## config.mk

```make
export PLATFORM = sky130hd
export DESIGN_NAME = pending_encoder_32
export DESIGN_NICKNAME = d
export VERILOG_FILES = /design/src/rtl/pending_encoder_32.sv
export SDC_FILE = /design/constraint.sdc
export NUM_CORES = 1
export LEC_CHECK = 0
export BUFFER_PORTS_ARGS = -buffer_cell sky130_fd_sc_hd__buf_2
export CAP_MARGIN = 10
export CORE_MARGIN = 4
export CORE_UTILIZATION = 40
export CTS_CLUSTER_DIAMETER = 50
export DETAILED_ROUTE_END_ITERATION = 8
export HOLD_SLACK_MARGIN = 0.02
export PLACE_DENSITY = 0.69
export RECOVER_POWER = 50
export SLEW_MARGIN = 20
export SYNTH_ARGS = -nofsm -noshare
export SYNTH_HDL_FRONTEND = slang
export SYNTH_SLANG_ARGS = --single-unit
```

## constraint.sdc

```tcl
create_clock -name CLK -period 1.9 [get_ports CLK]
set_input_delay 0.095 -clock CLK [delete_from_list [all_inputs] [get_ports CLK]]
set_output_delay 0.095 -clock CLK [all_outputs]
set_load 0.05 [all_outputs]
```

## src/rtl/pending_encoder_32.sv

```systemverilog
// Sticky 32-request pending register with a committed 5-bit index handshake.
// Define PENDING_ENCODER_ROUND_ROBIN_EN for rotating priority; default is lowest-index-wins.
module pending_encoder_32 (
    input  logic        CLK,
    input  logic        RESET,
    input  logic [31:0] REQ,
    input  logic [31:0] MASK,
    input  logic        ACK,
    output logic        VALID,
    output logic [4:0]  IDX,
    output logic [31:0] PEND,
    output logic        OVR
);

    typedef enum logic {
        S_IDLE,
        S_PRESENT
    } state_t;

    state_t      state_q;
    state_t      state_d;
    logic [4:0]  idx_q;
    logic [4:0]  idx_d;
    logic [31:0] pend_q;
    logic        ovr_q;

    logic        accept;
    logic [31:0] clr;
    logic [31:0] cand;
    logic        any;
    logic [4:0]  win;

    assign accept = (state_q == S_PRESENT) & ACK;
    assign clr    = accept ? (32'h1 << idx_q) : 32'h0;
    assign cand   = pend_q & MASK;
    assign any    = |cand;

`ifdef PENDING_ENCODER_ROUND_ROBIN_EN
    logic [4:0]  ptr_q;
    logic [63:0] dbl;
    logic [31:0] rot;
    logic [4:0]  off;

    // Rotate so the pointer position lands at bit 0, then add it back.
    assign dbl = {cand, cand} >> ptr_q;
    assign rot = dbl[31:0];

    always_comb begin
        off = 5'd0;
        for (int k = 31; k >= 0; k--) begin
            if (rot[k]) begin
                off = 5'(k);
            end
        end
    end

    assign win = off + ptr_q;

    always_ff @(posedge CLK or negedge RESET) begin
        if (!RESET) begin
            ptr_q <= 5'd0;
        end else if (accept) begin
            ptr_q <= idx_q + 5'd1;
        end
    end
`else
    always_comb begin
        win = 5'd0;
        for (int i = 31; i >= 0; i--) begin
            if (cand[i]) begin
                win = 5'(i);
            end
        end
    end
`endif

    always_comb begin
        state_d = state_q;
        idx_d   = idx_q;
        unique case (state_q)
            S_IDLE: begin
                if (any) begin
                    idx_d   = win;
                    state_d = S_PRESENT;
                end
            end
            S_PRESENT: begin
                if (ACK) begin
                    state_d = S_IDLE;
                end
            end
            default: begin
                state_d = S_IDLE;
            end
        endcase
    end

    always_ff @(posedge CLK or negedge RESET) begin
        if (!RESET) begin
            state_q <= S_IDLE;
            idx_q   <= 5'd0;
        end else begin
            state_q <= state_d;
            idx_q   <= idx_d;
        end
    end

    // A new request on a bit wins over its own acknowledge clear.
    always_ff @(posedge CLK or negedge RESET) begin
        if (!RESET) begin
            pend_q <= 32'h0;
            ovr_q  <= 1'b0;
        end else begin
            pend_q <= (pend_q & ~clr) | REQ;
            ovr_q  <= ovr_q | (|(REQ & pend_q & ~clr));
        end
    end

    assign VALID = (state_q == S_PRESENT);
    assign IDX   = idx_q;
    assign PEND  = pend_q;
    assign OVR   = ovr_q;

endmodule
```

# --- Yosys cells after proc, flatten, opt, wreduce, memory -nomap -nowiden ---
# Index checks and enable logic that the tools add are counted.
totals:
  ff_bits: 39
  inputBits: 67
  output_inout_bits: 39
classes:
  shifts: 1
  n_mux: 36
  n_bitwise: 9
  reduce_logical: 3
ops:
  columns: ["op", "n"]
  rows:
  - ["5-bit two-way mux", 32]
  - ["32-bit AND", 4]
  - ["32-bit OR reduction", 2]
  - ["32-bit two-way mux", 1]
  - ["32-bit NOT", 1]
  - ["32-bit bitwise OR", 1]
  - ["1-bit by 5-bit << shifter with 32-bit output, first input constant", 1]
  - ["1-bit two-way mux", 2]
  - ["1-bit case mux with 2 select lines", 1]
  - ["2-bit AND reduction", 1]
  - ["1-bit AND", 1]
  - ["1-bit NOT", 1]
  - ["1-bit bitwise OR", 1]

# --- Logic depth before layout (Yosys ltp) ---
# Gate-level depths: netlist of run 1.
depth:
  ltp_word: 33
  ltp_mapped: 8

# --- Worst setup path before layout of run 1 ---
# No wires, ideal clock.
synth_timing:
  kind: "reg2reg"
  startpoint: "register state_q, in the netlist VALID"
  endpoint: "register ovr_q, in the netlist OVR"
  arrival_time_ps: 1844
  t_required_ps: 1761
  slack_ps: -83
  stages_incl_launch_ff: 9
  n_path_buf: 2
  path_cell_list: "dfrtp_1 -> buf_4 -> and3_1 -> buf_4 -> nand4b_1 -> a31oi_1 -> o221ai_1 -> nor4_1 -> nand4_1"
synth_via:
  elab_chain_len: 6
synth_lines:
  columns: ["item", "line_no", "source"]
  rows:
  - ["start, declared", "20", "state_t state_q;"]
  - ["start signal, assigned", "103", "state_q <= state_d;"]
  - ["1-bit AND", "33", "assign accept = (state_q == S_PRESENT) & ACK;"]
  - ["32-bit two-way mux", "34", "assign clr = accept ? (32'h1 << idx_q) : 32'h0;"]
  - ["32-bit NOT", "115", "ovr_q <= ovr_q | (|(REQ & pend_q & ~clr));"]
  - ["32-bit AND", "115", null]
  - ["32-bit OR reduction", "115", null]
  - ["1-bit bitwise OR", "115", null]
  - ["end signal, assigned", "115", null]
  - ["end, declared", "25", "logic ovr_q;"]
# No other way between the ends.
# A chain may end at the register's enable or synchronous reset.

# --- Worst setup path in the final report of run 1 ---
layout_timing:
  startpoint: "register idx_q[2], in the netlist IDX[2]"
  endpoint: "register ovr_q, in the netlist OVR"
layout_via:
  elab_chain_len: 6
layout_lines:
  columns: ["item", "line_no", "source"]
  rows:
  - ["start, declared", "22", "logic [4:0] idx_q;"]
  - ["start signal, assigned", "104", "idx_q <= idx_d;"]
  - ["1-bit by 5-bit << shifter with 32-bit output", "34", null]
  - ["32-bit two-way mux", "34", null]
  - ["32-bit NOT", "115", null]
  - ["32-bit AND", "115", null]
  - ["32-bit OR reduction", "115", null]
  - ["1-bit bitwise OR", "115", null]
# No other way between the ends.

==> impl_metrics.env, run 1 <==
export IMPL_async_flop_share_pct=100
export IMPL_die_area_um2=7570
export IMPL_cp_num_buf_inv=1
export IMPL_p_switching_mw=1.46
export IMPL_setup_tns_ps=0
export IMPL_vias=3128
export IMPL_drive_above_1_share_pct=39.5
export IMPL_clk_latency_ps=300
export IMPL_drc=0
export IMPL_crit_chain="nand2b_2 -> nor2_1 -> nand2_1 -> and3_1 -> nor4_2 -> buf_4 -> nand4_1"
export IMPL_core_area_um2=5990
export IMPL_finalSetupViolations=0
export IMPL_seq_power_share_pct=31.8
export IMPL_combPwrFrac_pct=51.0
export IMPL_initialDrtViolationCount=406
export IMPL_synth_flop_cell="dfrtp_1"
export IMPL_io_pins=106
export IMPL_dr_pass1_iters=5
export IMPL_grt_pass1_wl_mm=16.1
export IMPL_cts_sinks=39
export IMPL_synth_area_per_cell_um2=8.76
export IMPL_swShare_pct=44.5
export IMPL_ys_seq_area_share_pct=39.1
export IMPL_start_util_pct=41.7
export IMPL_netlist_instances=285
export IMPL_port_buffers=105
export IMPL_grt_usage_pct=27.4
export IMPL_synthTopCellsByCount="60 x nand2_1, 39 x dfrtp_1, 19 x a21o_1"
export IMPL_critPathKind="flop to flop"
export IMPL_totalWireLength_mm=10.1
export IMPL_ant_nets=0
export IMPL_cp_top_family="simple AND/OR/NAND/NOR gates"
export IMPL_power_density_nw_per_um2=834
export IMPL_clockBufferDepth=2
export IMPL_synth_nets=352
export IMPL_diodes=0
export IMPL_worst_slew_pin_transition_ps=1310
export IMPL_worstPathRequired_ps=2060
export IMPL_hp_class="primary input to flop"
export IMPL_ir_drop_mv=0.636
export IMPL_synth_cell_types=52
export IMPL_fin_ws_ps=47.9
export IMPL_status="finished clean"
export IMPL_crit_path_top_delay_cell="dfrtp_2"
export IMPL_relSlewSlack_pct=12.3
export IMPL_finalCritPeriodShare_pct=97.5
export IMPL_synth_top_cell_area_share_pct=39.1
export IMPL_clockRootBuffer="clkbuf_8"
export IMPL_drv_slew=0
export IMPL_synth_top_cell_by_area="dfrtp_1"
export IMPL_fp_dieW_um=87.0
export IMPL_p_int_mw=1.82
export IMPL_clk_pin_slew_worst_paths_ps=80
export IMPL_power_leakage_nw=1.68
export IMPL_cp_max_fo=8
export IMPL_fmax_ghz=0.540
export IMPL_htree_levels=2
export IMPL_num_rows=28
export IMPL_dp_slack_ps=-45.8
export IMPL_antenna_found_initial=0
export IMPL_hpwl_mm=8.11
export IMPL_syn2layout_area_growth_pct=57.2
export IMPL_fin_nets=544
export IMPL_grt_pass1_vias=3099
export IMPL_hold_viol_final=0
export IMPL_synth_area_um2=2500
export IMPL_startpoint_type="flop"
export IMPL_via_per_inst=5.66
export IMPL_cap_viol_max_count=0
export IMPL_overflow=0
export IMPL_globalplace_congestion=0.950
export IMPL_p_clk_share_pct=17.2
export IMPL_synth_most_common_cell="nand2_1"
export IMPL_synth_top_cells_by_area="dfrtp_1 39%, nand2_1 9.0%, a21o_1 5.7%"
export IMPL_final_cell_area_um2=3920
export IMPL_fin_crit_ps=1850
export IMPL_die_h_um=87.0
export IMPL_rsz0062_at_grt="true"
export IMPL_end_kind="flop"
export IMPL_synth_edff_count=0
export IMPL_worst_endpoint_arrival_ps=2010
export IMPL_yosys_warnings=0
export IMPL_cts_tree="done"
export IMPL_fin_skew_ps=8.90
export IMPL_numCtsBuffers=5
export IMPL_grt_max_degree=21
export IMPL_dpl_cell_area_um2=3510
export IMPL_post_drt_wl_per_cell_um=18.3
export IMPL_synth_seq_cells=39
export IMPL_crit_path_max_incr_delay_ps=490
## per-layer routing
| layer | GRT usage [%] | vias up | share of wire [%] |
|---|---|---|---|
| met1 | 38.0 | 1462 | 42 |
| met4 | 7.37 | 0 | 1.6 |
| met2 | 44.4 | 181 | 47 |
| met5 | 0 | - | 0 |
| li1 | - | 1469 | - |
| met3 | 4.07 | 16 | 8.6 |
## flip-flops by register name (all words and copies together) (netlist names)
signal and flops:
IDX 5, VALID 1, PEND 32, OVR 1
## cell type report
class	instances	area, um2
clock buffer	5	68.8
sequential	39	982
fill	530	2070
timing repair buffer	193	1240
inverter	11	41.3
multi-input combinational	227	1480
tap	75	93.8
clock inverter	3	15.0
## power groups by stage
stage	Clock [mW]	Combinational [mW]	Sequential (mW)
final	0.562	1.67	1.04
after global routing	0.605	1.77	1.06
after CTS	0.569	1.58	1.03
after detailed placement	0	1.53	1.04
after global placement	0	1.52	1.04
after floorplan	0	0.648	1.31
## worst register-to-register path, cell delays in order, from the launching register on
cell and delay (ps):
dfrtp_2 490, nand2b_2 240, nor2_1 160, nand2_1 120, and3_1 200, nor4_2 250, buf_4 160, nand4_1 90
## kinds of logic after synthesis
kind of cell           synth area share (%)
buffers and inverters                  4.06
DFF                                    39.1
AOI/OAI and AO/OA                      32.0
and+or+nand+nor                        24.9
## final timing paths
check | start | endpoint | slack (ps) | depth (start not counted)
min in group asynchronous | RESET | PEND[8] | 600 | 2
max in group asynchronous | RESET | IDX[0] | 420 | 2
hold reg to reg | PEND[26] | PEND[26] | 570 | 1
hold / removal | REQ[9] | PEND[9] | 20 | 2
setup / recovery | IDX[2] | OVR | 50 | 7
setup reg to reg | IDX[2] | OVR | 50 | 7
## what timing repair did
action	in CTS	in global routing
pin swaps	0	8
hold buffers	28	0
endpoints found under the setup margin	1	5
buffers inserted	0	2
resized for setup	2	17
hold endpoints to repair	46	0
## per-stage QoR
stage | hold WS, ps | util, % | std cells | power, mW
after global placement | 101 | 58.6 | 515 | 2.56
after detailed placement | 113 | 58.6 | 515 | 2.57
final | 24.8 | 65.5 | 553 | 3.27
after global routing | 31.9 | 65.5 | 553 | 3.43
after CTS | 27.6 | 64.7 | 551 | 3.17
after floorplan | -201 | - | 285 | 1.96
## cell usage in the layout, fill, tap and decap left out, drive strengths merged, types with 2 or more instances in the layout
cell         instances
o211ai               7
o221ai               3
o22a                 2
a221oi               2
inv                 11
o31ai                6
dfrtp               39
a32oi                5
nor2                10
nand2               62
a22oi               14
a21o                20
buf                146
clkinv               3
o21ai               14
a222oi               3
dlygate4sd3         28
nand3               15
a22o                 2
and2                 4
o22ai                2
nand4                9
a31oi                6
nor4                 2
a21oi               10
and3                 6
nand2b               8
clkbuf              24
nor2b                2
No activity file was read; power rests on OpenSTA's default activity.
==> run 2, diff against run 1 <==
==> constraint.sdc (replaced) <==
create_clock -name CLK -period 2.37 [get_ports CLK]
set_input_delay 0.1185 -clock CLK [delete_from_list [all_inputs] [get_ports CLK]]
set_output_delay 0.1185 -clock CLK [all_outputs]
set_load 0.05 [all_outputs]
==> run 2 against run 1 <==
Non-clock buffer count fell by 72; clock-buffer cell count grew 2; sequential cell count is the same; clock skew rose by 4.4 ps; critical path depth fell by 2; total power shrank 29%; final area down 17%; combinational power decreased by 41%; die area is the same; critical endpoint unchanged; largest power group unchanged.
==> impl_metrics.env, run 2 (synthesis results as in run 1) <==
export IMPL_globalplace_congestion=0.942
export IMPL_numCtsBuffers=5
export IMPL_fmax_ghz=0.443
export IMPL_drive_above_1_share_pct=24.9
export IMPL_overflow=0
export IMPL_grt_max_degree=40
export IMPL_worst_endpoint_arrival_ps=2420
export IMPL_die_h_um=87.0
export IMPL_wl_met3_um=761
export IMPL_relSlewSlack_pct=32.9
export IMPL_crit_chain="nand2b_1 -> o311ai_0 -> nand4_1 -> a311oi_1 -> nand4_1"
export IMPL_io_pins=106
export IMPL_worstPathRequired_ps=2540
export IMPL_ff2ff_path_depth=5
export IMPL_cap_viol_max_count=0
export IMPL_crit_path_max_incr_delay_ps=550
export IMPL_cts_tree="done"
export IMPL_end_kind="flop"
export IMPL_ir_drop_mv=0.534
export IMPL_via_per_inst=5.94
export IMPL_hp_class="primary input to flop"
export IMPL_worst_slew_pin_transition_ps=1010
export IMPL_fin_nets=472
export IMPL_fin_crit_ps=2260
export IMPL_top_layer_used="met4"
export IMPL_hold_viol_final=0
export IMPL_ant_nets=0
export IMPL_drv_slew=0
export IMPL_antenna_found_initial=0
export IMPL_min_path_cells=2
export IMPL_startpoint_type="flop"
export IMPL_diodes=0
export IMPL_syn2layout_area_growth_pct=30.3
export IMPL_clockRootBuffer="clkbuf_8"
export IMPL_port_buffers=105
export IMPL_critical_path_most_common_cell="nand4_1"
export IMPL_clk_pin_slew_worst_paths_ps=80
export IMPL_layout_common_cells="71 x buf_2, 60 x nand2_1, 38 x dfrtp_1"
export IMPL_initialDrtViolationCount=269
export IMPL_power_density_nw_per_um2=715
export IMPL_htree_levels=2
export IMPL_power_leakage_nw=1.33
export IMPL_grt_pass1_wl_mm=14.3
export IMPL_critPathKind="flop to flop"
export IMPL_crit_path_top_delay_cell="o311ai_0"
export IMPL_final_common_cell="buf_2"
export IMPL_timing_rr_start="IDX[3]"
export IMPL_drc=0
export IMPL_hpwl_mm=7.23
export IMPL_num_rows=28
export IMPL_wl_met2_mm=4.21
export IMPL_cp_max_fo=11
export IMPL_status="finished clean"
export IMPL_grt_usage_pct=24.5
export IMPL_die_area_um2=7570
export IMPL_fillers=609
export IMPL_cts_sinks=39
export IMPL_setup_tns_ps=0
export IMPL_clockBufferDepth=2
export IMPL_largest_reg_flops=32
export IMPL_r2r_slack_ps=110
export IMPL_hold_slack_ps=22.1
export IMPL_cts_setup_buffers=0
export IMPL_totalWireLength_mm=9.20
export IMPL_dr_pass1_iters=6
export IMPL_finalSetupViolations=0
export IMPL_start_util_pct=41.7
export IMPL_min_to="PEND[10]"
export IMPL_wl_met1_mm=4.02
export IMPL_post_drt_wl_per_cell_um=19.1
export IMPL_clk_latency_ps=300
export IMPL_rsz0062_at_grt="false"
export IMPL_fp_dieW_um=87.0
export IMPL_worstHoldStart="REQ[10]"
export IMPL_fin_skew_ps=13.3
export IMPL_worstReg2RegEnd="OVR"
export IMPL_vias=2858
export IMPL_finalCritPeriodShare_pct=95.2
export IMPL_grt_pass1_vias=2811
export IMPL_core_area_um2=5990
-- run 2: cell count changes in the layout (fill, tap and decap cells not counted), sizes merged --
cell	before	now
buf	146	75
clkbuf	24	41
clkinv	3	1
dlygate4sd3	28	12
-- run 2: per-layer routing --
layer	up-vias	GRT usage, %
met4	0	6.80
met3	18	4.54
li1	1320	-
met2	159	39.7
met5	-	0
met1	1361	33.4
-- run 2: area by class of cell --
| cell class | instances | area [um2] | area share (%) |
|---|---|---|---|
| repair buffers | 121 | 634 | 19.5 |
| flip-flops and latches | 39 | 977 | 30.1 |
| clock inverters | 1 | 5.00 | 0.154 |
| well taps | 75 | 93.8 | 2.89 |
| inverters | 11 | 41.3 | 1.27 |
| multi-input cells | 227 | 1420 | 43.8 |
| clock buffers | 7 | 76.3 | 2.35 |
-- run 2: how the worst max path moves through the flow --
| stage | start | endpoint | slack (ps) | cells after the start |
|---|---|---|---|---|
| after floorplan | VALID | OVR | 390 | 8 |
| after global placement | IDX[1] | OVR | 150 | 6 |
| after global routing | IDX[3] | OVR | 30 | 6 |
| after CTS | IDX[1] | OVR | 150 | 6 |
| final | IDX[3] | OVR | 110 | 5 |
| after detailed placement | IDX[1] | OVR | 130 | 6 |
-- run 2: what timing repair did --
item                                   CTS  global route
setup endpoints to repair                0             1
endpoints found under the hold margin   50             0
gates resized for setup                  0             2
hold buffers                            12             0
-- run 2: critical path, delay by kind of cell (launching register included) --
kind               cells  cell delay (ps)
and+or+nand+nor        3              700
AOI/OAI and AO/OA      2              910
DFF                    1              520
-- run 2: report_power, final --
part	internal, mW	switching, mW	leakage, nW
Sequential	0.734	0.170	0.364
Combinational	0.304	0.674	0.919
Clock	0.207	0.236	0.0422
-- run 2: stage by stage --
stage	area, um2	total power [mW]	setup slack (ps)	util (%)	instances
2_1_floorplan	2500	1.56	387	-	285
3_3_place_gp	3090	1.85	149	51.5	461
3_5_place_dp	3090	1.86	134	51.5	461
4_1_cts	3290	2.32	146	54.9	481
5_1_grt	3250	2.45	33.4	54.3	481
6_report	3250	2.32	114	54.3	481
==> run 3, diff against run 2 <==
--- a/config.mk
+++ b/config.mk
@@ -5,7 +5,7 @@
 export SDC_FILE = /design/constraint.sdc
 export NUM_CORES = 1
 export LEC_CHECK = 0
-export BUFFER_PORTS_ARGS = -buffer_cell sky130_fd_sc_hd__buf_2
+export BUFFER_PORTS_ARGS = -buffer_cell sky130_fd_sc_hd__buf_4
 export CAP_MARGIN = 10
 export CORE_MARGIN = 4
 export CORE_UTILIZATION = 40
==> run 3 against run 2 <==
Die area unchanged; final area is 12% higher; cell count grew 3.1%; global-route usage is 1.9 points higher; wire length increased by 6.7%; clock power rose by 33%; sequential cell count stayed put; largest cell class unchanged.
==> impl_metrics.env, run 3 (synthesis results as in run 1) <==
export IMPL_status="finished clean"
export IMPL_final_cell_area_um2=3650
export IMPL_cts_setup_buffers=0
export IMPL_fmax_ghz=0.451
export IMPL_crit_start="IDX[0]"
export IMPL_cap_viol_max_count=0
export IMPL_final_common_cell="buf_4"
export IMPL_largest_reg_flops=32
export IMPL_fin_cells=496
export IMPL_relSlewSlack_pct=33.5
export IMPL_totalWireLength_mm=9.81
export IMPL_critPathKind="flop to flop"
export IMPL_power_density_nw_per_um2=700
export IMPL_fin_skew_ps=11.5
export IMPL_htree_levels=2
export IMPL_hold_viol_final=0
export IMPL_fin_crit_ps=2220
export IMPL_cts_sinks=39
export IMPL_hp_class="primary input to flop"
export IMPL_via_per_inst=5.85
export IMPL_multi_input_comb_area_um2=1420
export IMPL_hpwl_mm=7.69
export IMPL_end_kind="flop"
export IMPL_layout_common_cells="93 x buf_4, 60 x nand2_1, 39 x dfrtp_1"
export IMPL_overflow=0
export IMPL_dr_pass1_iters=5
export IMPL_placedCellCount=465
export IMPL_grt_max_degree=40
export IMPL_die_h_um=87.0
export IMPL_startpoint_type="flop"
export IMPL_power_leakage_nw=1.51
export IMPL_clk_pin_slew_worst_paths_ps=80
export IMPL_grt_pass1_wl_mm=15.1
export IMPL_numCtsBuffers=5
export IMPL_finalCritPeriodShare_pct=93.6
export IMPL_dp_slack_ps=155
export IMPL_clk_latency_ps=300
export IMPL_worstHoldStart="REQ[7]"
export IMPL_timing_rr_start="IDX[0]"
export IMPL_start_util_pct=41.7
export IMPL_fp_dieW_um=87.0
export IMPL_grt_usage_pct=26.4
export IMPL_globalplace_congestion=0.926
export IMPL_ir_drop_mv=0.581
export IMPL_drc=0
export IMPL_dpl_cell_area_um2=3380
export IMPL_num_rows=28
export IMPL_drv_slew=0
export IMPL_vias=2902
export IMPL_port_buffers=105
export IMPL_post_drt_wl_per_cell_um=19.8
export IMPL_syn2layout_area_growth_pct=46.3
export IMPL_worst_endpoint_arrival_ps=2390
export IMPL_setup_tns_ps=0
export IMPL_seq_area_um2=976
export IMPL_finalSetupViolations=0
export IMPL_worst_slew_pin_transition_ps=998
export IMPL_fillers=554
export IMPL_rsz0062_at_grt="false"
export IMPL_fin_ws_ps=153
export IMPL_core_area_um2=5990
export IMPL_fin_nets=487
export IMPL_initialDrtViolationCount=224
export IMPL_die_area_um2=7570
export IMPL_antenna_found_initial=0
export IMPL_worstPathRequired_ps=2540
export IMPL_io_pins=106
export IMPL_clockRootBuffer="clkbuf_8"
export IMPL_diodes=0
export IMPL_cts_tree="done"
export IMPL_cp_max_fo=11
export IMPL_grt_pass1_vias=2841
export IMPL_ant_nets=0
export IMPL_drive_above_1_share_pct=28.5
export IMPL_clockBufferDepth=2
## run 3: cell types whose count changed in the layout (fill, tap and decap cells not counted)
cell | previous run | this run
dfrtp_2 | 1 | 0
buf_4 | 4 | 93
bufinv_16 | 0 | 1
dfrtp_1 | 38 | 39
nor2b_4 | 1 | 0
nor2b_2 | 0 | 1
clkbuf_1 | 35 | 19
clkbuf_8 | 5 | 6
dlygate4sd3_1 | 12 | 23
buf_2 | 71 | 0
## run 3: path summary, 6_finish.rpt
| path | slack, ps | cells after the start | endpoint |
|---|---|---|---|
| max | 150 | 6 | OVR |
| min | 20 | 3 | PEND[7] |
| max reg2reg | 150 | 6 | OVR |
| min reg2reg | 560 | 1 | PEND[30] |
| max in group asynchronous | 1240 | 2 | PEND[20] |
| min in group asynchronous | 510 | 2 | PEND[2] |
## run 3: worst max-delay path, stage by stage, from the launching register on
cell	delay (ps)
dfrtp_1	610
nor2b_2	470
nand2_2	160
o211ai_1	200
o221ai_1	130
nor4_1	380
nand4_1	140
## run 3: routing by layer
metal	routed length (um)	share of wire [%]	track usage, %	up-vias
met5	0	0	0	-
met4	214	2.2	6.52	0
met3	878	8.9	5.87	21
met2	4730	48	44.3	163
met1	3990	41	34.4	1371
li1	-	-	-	1347
## run 3: cell type report
cell class,instances,area share (%)
Multi-Input combinational cell,227,38.8
Clock inverter,2,0.959
Clock buffer,6,2.26
Tap cell,75,2.57
Timing Repair Buffer,136,27.5
Inverter,11,1.13
Sequential cell,39,26.7
## run 3: stage by stage
| stage | utilization, % | hold slack (ps) | total power [mW] |
|---|---|---|---|
| floorplan | - | -177 | 1.56 |
| global placement | 56.4 | 128 | 1.95 |
| detailed placement | 56.4 | 130 | 1.95 |
| CTS | 61.5 | 20.1 | 2.56 |
| global route | 61.0 | 22.6 | 2.68 |
| finish | 61.0 | 19.5 | 2.56 |
## run 3: timing repair
action	in CTS	in global routing
hold endpoints to repair	57	4
gates resized for setup	0	0
hold buffers	19	4
## run 3: where the power goes
part	internal (mW)	leakage (nW)	switching [mW]
combinational	0.385	1.08	0.686
sequential	0.732	0.366	0.165
clock	0.341	0.0612	0.249
total	1.46	1.51	1.10
